[src/rtl/reg_serializer.sv]
// Parallel-to-serial transmitter: captures a word on load and streams it out
// one bit per valid/ready transfer, flagging the final bit of each word.
module reg_serializer #(
    parameter int WIDTH     = 32,
    parameter bit MSB_FIRST = 1'b0
) (
    input  logic             clk,
    input  logic             reset_n,
    input  logic [WIDTH-1:0] d,
    input  logic             load,
    input  logic             ready,
    output logic [WIDTH-1:0] z,
    output logic             busy,
    output logic             sout,
    output logic             sout_valid,
    output logic             sout_last,
    output logic             dropped
);

    localparam int CW = $clog2(WIDTH);
    localparam logic [CW-1:0] LAST = CW'(WIDTH - 1);

    typedef enum logic {
        IDLE  = 1'b0,
        SHIFT = 1'b1
    } state_t;

    state_t           state_r, state_s;
    logic [WIDTH-1:0] shift_r, shift_s;
    logic [WIDTH-1:0] z_r, z_s;
    logic [CW-1:0]    count_r, count_s;
    logic             dropped_r, dropped_s;
    logic             xfer_s, final_s;

    // Move the word one position toward the serial output end, filling with zero.
    function automatic logic [WIDTH-1:0] shift_once(input logic [WIDTH-1:0] v);
        if (MSB_FIRST) begin
            shift_once = {v[WIDTH-2:0], 1'b0};
        end else begin
            shift_once = {1'b0, v[WIDTH-1:1]};
        end
    endfunction

    // Next-state and datapath decode.
    always_comb begin
        state_s   = state_r;
        shift_s   = shift_r;
        z_s       = z_r;
        count_s   = count_r;
        dropped_s = 1'b0;
        xfer_s    = (state_r == SHIFT) && ready;
        final_s   = xfer_s && (count_r == LAST);
        case (state_r)
            IDLE: begin
                if (load) begin
                    z_s     = d;
                    shift_s = d;
                    count_s = {CW{1'b0}};
                    state_s = SHIFT;
                end else begin
                    state_s = IDLE;
                end
            end
            SHIFT: begin
                if (final_s) begin
                    // A load on the final-bit edge chains the next word with no bubble.
                    if (load) begin
                        z_s     = d;
                        shift_s = d;
                        count_s = {CW{1'b0}};
                        state_s = SHIFT;
                    end else begin
                        state_s = IDLE;
                    end
                end else if (xfer_s) begin
                    shift_s   = shift_once(shift_r);
                    count_s   = count_r + CW'(1);
                    dropped_s = load;
                end else begin
                    dropped_s = load;
                end
            end
            default: begin
                state_s = IDLE;
            end
        endcase
    end

    // State and datapath registers.
    always_ff @(posedge clk or negedge reset_n) begin
        if (!reset_n) begin
            state_r   <= IDLE;
            shift_r   <= {WIDTH{1'b0}};
            z_r       <= {WIDTH{1'b0}};
            count_r   <= {CW{1'b0}};
            dropped_r <= 1'b0;
        end else begin
            state_r   <= state_s;
            shift_r   <= shift_s;
            z_r       <= z_s;
            count_r   <= count_s;
            dropped_r <= dropped_s;
        end
    end

    assign z          = z_r;
    assign busy       = (state_r == SHIFT);
    assign sout_valid = (state_r == SHIFT);
    assign sout       = (state_r == SHIFT) && (MSB_FIRST ? shift_r[WIDTH-1] : shift_r[0]);
    assign sout_last  = (state_r == SHIFT) && (count_r == LAST);
    assign dropped    = dropped_r;

endmodule
[config.mk]
export PLATFORM = sky130hd
export DESIGN_NAME = reg_serializer
export DESIGN_NICKNAME = d
export VERILOG_FILES = /design/src/rtl/reg_serializer.sv
export SDC_FILE = /design/constraint.sdc
export NUM_CORES = 1
export LEC_CHECK = 0
export CORE_AREA = 2 2 113 104
export DETAILED_ROUTE_END_ITERATION = 8
export DIE_AREA = 0 0 115 106
export GPL_TIMING_DRIVEN = 0
export HOLD_SLACK_MARGIN = 0.12
export SLEW_MARGIN = 20
export SYNTH_ARGS = -nofsm -noshare
export SYNTH_HDL_FRONTEND = slang
export SYNTH_SLANG_ARGS = --single-unit
[constraint.sdc]
create_clock -name clk -period 2.9 [get_ports clk]
set_input_delay 0.58 -clock clk [delete_from_list [all_inputs] [get_ports clk]]
set_output_delay 0.58 -clock clk [all_outputs]
set_load 0.02 [all_outputs]
==> run metrics <==
post-layout minimum cycle time 2.767 ns; drt drc 0; Placed Cells 421; Setup WS pre-CTS 0.4702 ns; Lkg Pwr 1.995 nW; initial antenna violation count 0; Core Region 11110 sq um; CTS Sinks 71; Max Clock Freq 361.5 MHz; antenna cell count 0; Num CTS Buffers 9; Final Worst Setup Slack 0.1335 ns; CP most frequent cell ha_1; Crit. End Element output port; Crit-path slowest cell clkdlybuf4s50_1; status completed; Largest delay share family, worst path buffers and inverters; GRT overflow 0; GPL Wtd Cong 0.7119; share of layout cells above drive strength 1 0.2525; Avg Cell Area, Syn ~15 sq um; vias per cell 4.572; worst path required time 2.32 ns; CP bufs+invs 1; worst reg2reg endpoint shift_r[30]; Die Wd 115 microns; DR pass1 iterations 4; largest net degree at the start of global routing 45; Levels on crit path 5; Worst R2R Start count_r[0]; Post-Layout Inst Area 4448 sq um; worst-case clock skew about 0.0050 ns; Clk Latency, worst-skew pair about 0.32 ns; count of different cell masters after synthesis 32; worst path cell trace ha_1, and3_1, ha_1, and2_1, clkdlybuf4s50_1; Power Total 2.926 mW; peak supply drop 0.2496 mV; CTS Hold Bufs 0; max-slew violation count 0; Worst Reg-to-Reg Cells 7; reg-to-reg slack, setup 0.59 ns; Layout Nets 334; Non-Filler Instances 437; Least-Margin Pin Slew 0.4935 ns; syn nets 250; flops & latches, synth approximately 70; min-delay worst type primary input to asynchronous set/reset pin; post-synthesis cell count roughly 210; Critical Path Start Type flip-flop; port bufs just over 70; critical path arrival roughly 2.2 ns; Slew headroom 0.6710; critical path launch point count_r[0]; Top Ports 73; CP endpoint sout_last; first-pass GRT wire length 11.14 mm; Die Y 106 microns; MaxCap Viol Count 0; CTS tree built; Routed Antenna Nets 0; CP max FO 7; Setup violations, final 0; Hold Fails Final Rpt 0; Root Buffer clkbuf_16; die area roughly 12000 sq um; CTS resizes 0; Routed WL 6.706 mm; final worst-path cycle share 0.9540; Detailed Place HPWL 4.606 mm; # rows 37; Initial Utilization 0.2910; sequential fraction of the synthesis area 0.5495; Crit path largest cell delay about 0.60 ns; area post-placement 4149 sq um; critical path class flip-flop to output port; Mapped Area between 3000 and 4000 sq um; Total GRT Usage 0.1177; vias post-DR around 2000; DR iter-0 viols 61; Routed WL per cell ~15 microns; number of global-route vias before repair 2156; H-tree Lvls 3; Layout area overhead 37.58%; power density over the cells ~660 nW/um^2; commonest cells after routing, fill and taps aside 71 x dfrtp_1, 71 x clkdlybuf4s50_1, 30 x mux2_4; setup bufs post-CTS 0; Clock Pin Slew Worst Setup and Hold Paths 0.06 ns; RSZ-0062 raised after global routing no; Clock Path Buffers 2; Ys Warns 0
-- worst min path at each step --
stage / slack, ns / endpoint / cells past startpoint
2_1_floorplan: 0.28 / busy / 0
3_3_place_gp: 0.46 / shift_r[29] / 1
3_5_place_dp: 0.47 / shift_r[28] / 1
4_1_cts: 0.18 / z[29] / 1
5_1_grt: 0.21 / z[30] / 1
6_report: 0.18 / z[29] / 1
-- synthesized netlist by cell type (all sizes together) --
library cell  count  area share
dfrtp            71        0.55
mux2             57        0.23
nand2b           22       0.047
o221a            19       0.066
buf              13       0.036
and2              3      0.0058
nor2b             3      0.0058
a21oi             2      0.0043
a22o              2      0.0054
ha                2      0.0077
inv               2      0.0023
nand4             2      0.0039
o21ai             2      0.0031
a21boi            1      0.0058
a21o              1      0.0023
a22oi             1      0.0023
a31oi             1      0.0019
and3              1      0.0019
and3b             1      0.0027
clkbuf            1      0.0012
mux2i             1      0.0031
nor3b             1      0.0023
o21bai            1      0.0023
o22ai             1      0.0019
or2               1      0.0019
-- state kept, by name, indices dropped and copies added (netlist names) --
| register | count |
|---|---|
| busy | 1 |
| count_r | 5 |
| dropped | 1 |
| shift_r | 32 |
| z | 32 |
-- routing by layer --
metal,up-vias,track usage,routed length [microns]
met4,0,0.04647,78
met3,4,0.03079,248
li1,936,-,-
met1,1008,0.1687,3472
met2,50,0.1685,2907
met5,-,0,0
-- cell families (layout without fill, tap and decap cells) --
logic type               Yosys count  after routing  share of synthesized area
AND/OR/NAND/NOR                   34             34                    0.07160
adder cells (fa/ha/maj)            2              2                   0.007739
flip-flops                        71             71                     0.5495
multiplexers                      58             58                     0.2365
buffers and inverters             16            105                    0.03909
AO/OA/AOI/OAI                     31             31                    0.09559
-- area by class of cell --
class / count / area (sq um)
well taps: 136 / 170.2
inverters: 2 / 7.507
flip-flops and latches: 71 / 1777
repair buffers: 73 / 745.7
clock inverters: 6 / 60.06
plain buffers: 14 / 118.9
fillers: 1043 / 6663
clock buffers: 10 / 239.0
multi-input cells: 125 / 1330
-- power by group --
part           leakage (nW)  internal (mW)  switching (mW)
logic                  1.00          0.348           0.218
clock network         0.144          0.685           0.421
registers             0.847           1.16          0.0940
-- metrics by stage --
step | TNS (ns) | utilization | hold slack, ns
after detailed placement | 0 | 0.3734 | 0.4727
after global placement | -90.42 | 0.3712 | 0.4646
final | 0 | 0.4003 | 0.1791
after CTS | 0 | 0.4003 | 0.1829
after floorplan | 0 | - | 0.2844
after global routing | 0 | 0.4003 | 0.2056
-- worst reg2reg max path: stages (launching register included) --
cell	delay, ns
dfrtp_1	0.41
ha_1	0.24
and3_1	0.19
ha_1	0.28
nand2b_4	0.21
a21oi_2	0.24
buf_2	0.28
mux2_1	0.34
Note: power is estimated with default switching activity, not from simulation.
